[src/rtl/seq_mult_8_bit.sv]
// seq_mult_8_bit: sequential 8x8 unsigned shift-and-add multiplier.
// It reuses one 8-bit ripple-carry adder for eight iterations and
// hands the 16-bit product back through a start/done handshake.

// rca_8_bit: plain 8-bit ripple-carry adder shared by the multiplier iterations.
module rca_8_bit (
   input  logic [7:0] i_a,
   input  logic [7:0] i_b,
   input  logic       i_cin,
   output logic [7:0] o_sum,
   output logic       o_cout
);

   // Ripple the carry bit by bit, LSB first.
   always_comb begin
      logic [8:0] c;
      c     = '0;
      o_sum = '0;
      c[0]  = i_cin;
      for (int i = 0; i < 8; i++) begin
         o_sum[i] = i_a[i] ^ i_b[i] ^ c[i];
         c[i+1]   = (i_a[i] & i_b[i]) | (c[i] & (i_a[i] ^ i_b[i]));
      end
      o_cout = c[8];
   end

endmodule

module seq_mult_8_bit (
   input  logic        clk,
   input  logic        rst_n,
   input  logic        start,
   input  logic [7:0]  a,
   input  logic [7:0]  b,
   output logic        busy,
   output logic        done,
   output logic [15:0] product
);

   localparam int DATA_W = 8;

   typedef enum logic [1:0] {
      S_IDLE = 2'd0,
      S_RUN  = 2'd1,
      S_DONE = 2'd2
   } state_t;

   state_t              r_state;
   state_t              w_state_nxt;
   logic [DATA_W-1:0]   r_m;
   logic [DATA_W-1:0]   r_q;
   logic [DATA_W-1:0]   r_acc;
   logic [3:0]          r_cnt;
   logic [2*DATA_W-1:0] r_product;
   logic [DATA_W-1:0]   w_addend;
   logic [DATA_W-1:0]   w_sum;
   logic                w_cout;
   logic                w_last;

   // Add the multiplicand only when the current multiplier LSB is set.
   assign w_addend = r_q[0] ? r_m : '0;
   assign w_last   = (r_cnt == 4'd7);

   rca_8_bit u_rca (
      .i_a    (r_acc),
      .i_b    (w_addend),
      .i_cin  (1'b0),
      .o_sum  (w_sum),
      .o_cout (w_cout)
   );

   // State register; reset forces IDLE immediately so busy/done drop at once.
   always_ff @(posedge clk or negedge rst_n) begin
      if (!rst_n) begin
         r_state <= S_IDLE;
      end else begin
         r_state <= w_state_nxt;
      end
   end

   // Next-state decode: accept start only in IDLE, eight RUN edges, one DONE cycle.
   always_comb begin
      w_state_nxt = r_state;
      case (r_state)
         S_IDLE:  if (start) w_state_nxt = S_RUN;
         S_RUN:   if (w_last) w_state_nxt = S_DONE;
         S_DONE:  w_state_nxt = S_IDLE;
         default: w_state_nxt = S_IDLE;
      endcase
   end

   // Operand capture, shift-and-add iteration and result latch on the final iteration.
   always_ff @(posedge clk or negedge rst_n) begin
      if (!rst_n) begin
         r_m       <= '0;
         r_q       <= '0;
         r_acc     <= '0;
         r_cnt     <= '0;
         r_product <= '0;
      end else begin
         if (r_state == S_IDLE && start) begin
            r_m   <= a;
            r_q   <= b;
            r_acc <= '0;
            r_cnt <= '0;
         end else if (r_state == S_RUN) begin
            // {cout,sum} shifted right one place across the A:Q pair.
            r_acc <= {w_cout, w_sum[DATA_W-1:1]};
            r_q   <= {w_sum[0], r_q[DATA_W-1:1]};
            r_cnt <= r_cnt + 4'd1;
            if (w_last) begin
               r_product <= {w_cout, w_sum[DATA_W-1:1], w_sum[0], r_q[DATA_W-1:1]};
            end
         end
      end
   end

   assign busy    = (r_state == S_RUN);
   assign done    = (r_state == S_DONE);
   assign product = r_product;

endmodule

[config.mk]
export PLATFORM = sky130hd
export DESIGN_NAME = seq_mult_8_bit
export DESIGN_NICKNAME = d
export VERILOG_FILES = /design/src/rtl/seq_mult_8_bit.sv
export SDC_FILE = /design/constraint.sdc
export NUM_CORES = 1
export LEC_CHECK = 0
export BUFFER_PORTS_ARGS = -buffer_cell sky130_fd_sc_hd__buf_2
export CAP_MARGIN = 20
export CELL_PAD_IN_SITES_DETAIL_PLACEMENT = 0
export CELL_PAD_IN_SITES_GLOBAL_PLACEMENT = 1
export CORE_MARGIN = 4
export CORE_UTILIZATION = 48
export CTS_BUF_LIST = sky130_fd_sc_hd__clkbuf_2 sky130_fd_sc_hd__clkbuf_4 sky130_fd_sc_hd__clkbuf_8
export CTS_CLUSTER_SIZE = 16
export DETAILED_ROUTE_END_ITERATION = 8
export HOLD_SLACK_MARGIN = 0.15
export PLACE_DENSITY = 0.83
export SYNTH_ARGS = -nofsm -noshare
export SYNTH_HDL_FRONTEND = slang
export SYNTH_SLANG_ARGS = --single-unit
[constraint.sdc]
create_clock -name clk -period 7.08 [get_ports clk]
set_input_delay 0.354 -clock clk [delete_from_list [all_inputs] [get_ports clk]]
set_output_delay 0.354 -clock clk [all_outputs]
set_load 0.02 [all_outputs]
==> qor.yml <==
outcome:
  status: "completed"
clocking:
  cts_num_sinks: 46
  clkTransAtPathRegs_ps: 80
  clk_latency_ps: 290
  cts_resized: 0
  post_cts_buffers: 0
  clock_path_buffers: 2
  clockRootBuffer: "clkbuf_8"
  htree_levels: 2
  hold_buffers: 0
  cts_tree: "done"
  cts_made_buffers: 5
floorplan:
  die_x_um: 74
  rows: 23
  coreArea_um2: 4120
  initial_core_util_pct: 50.8
  ios: 37
  dieArea_um2: 5480
  die_h_um: 74
final_layout:
  fill_cells: 366
  postLayoutCellArea_um2: 2420
  post-route-util_pct: 58.9
  final_common_cell: "nand2_1"
  antenna_cells: 0
  area_delta_synth_final_pct: 16.0
  finish.net_count: 260
  drive_gt1_share_pct: 24.5
  most-common-layout-cells: "51 x nand2_1, 46 x dfrtp_1, 36 x buf_2"
place:
  port_buffers: 36
  place_area_um2: 2280
  gp_congestion: 0.718
  post-dp-hpwl_um: 2510
setup_path:
  worstPathRequired_ps: 7220
  crit_type: "reg -> reg"
  start_kind: "flip-flop"
  cp.arrival_ps: 4020
  r2r_end: "product[14]"
  worstRegToRegCells: 11
  end_kind: "flip-flop"
  reg2reg_slack_ps: 3200
  cp_max_fo: 9
  timing.rr.start: "r_q[0]"
sta:
  setup_viol: 0
  fmax_mhz: 258
  finalSetupTns_ps: 0
  worst_hold_slack_ps: 248
  rsz0062_at_grt: "no"
  period_share_pct: 54.8
  skew_ps: 6.15
  finalHoldViolCount: 0
  maxSlewViolCount: 0
  tightest_slew_ps: 970
  min_period_ps: 3880
  maxSlewHeadroom_pct: 35.1
synthesis:
  netlist_area_um2: 2090
  postSynthCellCount: 196
  yosys_register_bits: 46
  seq_area_frac_synth_pct: 55.1
  synthDistinctLibCells: 26
  synth_nets: 224
  yosys_warnings: 0
  syn_area_per_cell_um2: 10.7
global_routing:
  grt_usage_pct: 15.3
  antenna_found_initial: 0
  grt_pass1_wl_um: 6440
  overflow: 0
  grt_max_degree: 47
  grt_pass1_vias: 1414
routing:
  wl_per_cell_um: 13.2
  drc: 0
  firstDrtPassIters: 6
  vias: 1444
  ant_nets: 0
  routed_wl_um: 3740
  initialDrtViolationCount: 91
  vias_per_cell: 5.10
hold_path:
  min_path_cells: 3
  hold_path_startpoint: "a[7]"
  holdPathEnd: "r_m[7]"
  hold_path.class: "in -> reg"
power_and_ir_drop:
  peakVddDrop_uv: 242
  p_per_area_nw_per_um2: 454
  leakagePower_uw: 0.00116
run:
  maxCapViolations: 0
cell type report:
type                            count  area [um^2]  share of cell area (%)
Sequential cell                    46         1150                    47.5
Multi-Input combinational cell    123          820                    33.8
Timing Repair Buffer               39          233                    9.60
Clock buffer                        7         90.1                    3.72
Inverter                           17         63.8                    2.63
Tap cell                           50         62.6                    2.58
Clock inverter                      1         5.00                   0.206
worst max-delay path, cell delays in order (launching register included):
cell and delay [ps]:
dfrtp_1 480, and2_1 170, ha_1 130, inv_1 40, fa_1 370, fa_1 390, fa_1 390, fa_1 390
fa_1 390, fa_1 390, fa_1 510, mux2i_1 70
cells in the mapped netlist (all sizes together):
library cell	number	share of area [%]
a21o	1	0.36
a22oi	1	0.36
a31oi	7	2.1
and2	1	0.30
and2b	1	0.36
buf	7	2.2
clkbuf	3	0.54
dfrtp	46	55
fa	7	6.7
ha	2	1.2
inv	17	3.1
mux2	8	4.5
mux2i	10	4.8
nand2	51	9.2
nand2b	1	0.66
nand3	11	2.6
nand4	1	0.30
nor2	7	1.3
nor3	1	0.78
nor3b	2	0.96
o21ai	10	2.4
or3b	1	0.42
kinds of logic (layout without fill, tap and decap cells):
family / count (synthesis) / after routing / synth area share, %
DFF: 46 / 46 / 55.1
AOI/OAI and AO/OA: 19 / 19 / 5.21
buffers and inverters: 27 / 64 / 5.74
muxes: 18 / 18 / 9.28
adders and majority gates: 9 / 9 / 7.90
and+or+nand+nor: 77 / 77 / 16.8
metal layers:
layer | vias to the layer above | global-route usage, % | wire length (um)
met5 | - | 0 | 0
met2 | 32 | 24.3 | 1770
met3 | 5 | 4.05 | 180
li1 | 705 | - | -
met1 | 702 | 20.8 | 1760
met4 | 0 | 4.23 | 33
power by group:
group	internal, uW	switching [uW]	leakage [uW]	total (uW)
registers	389	78.2	0.000563	468
logic	189	279	0.000546	468
clock network	82.6	82.3	0.0000517	165
flip-flops by register name (all words and copies together), names as in the netlist:
register,flops
r_m,8
r_state,2
r_q,8
r_cnt,4
product,16
r_acc,8
stage by stage:
step,cells,worst slack [ps],total power [uW]
2_1_floorplan,196,3280,813
3_3_place_gp,272,3260,930
3_5_place_dp,272,3160,943
4_1_cts,280,3150,1110
5_1_grt,283,3010,1200
6_report,283,3200,1100
worst max-delay path by stage:
stage	to	depth (start not counted)	start	slack [ps]
6_report	product[14]	11	r_q[0]	3200
5_1_grt	product[14]	11	r_q[0]	3010
4_1_cts	product[14]	11	r_q[0]	3150
3_5_place_dp	product[14]	11	r_q[0]	3160
3_3_place_gp	product[14]	11	r_q[0]	3260
2_1_floorplan	r_acc[6]	12	r_q[0]	3280
(Power assumes the default switching activity.)
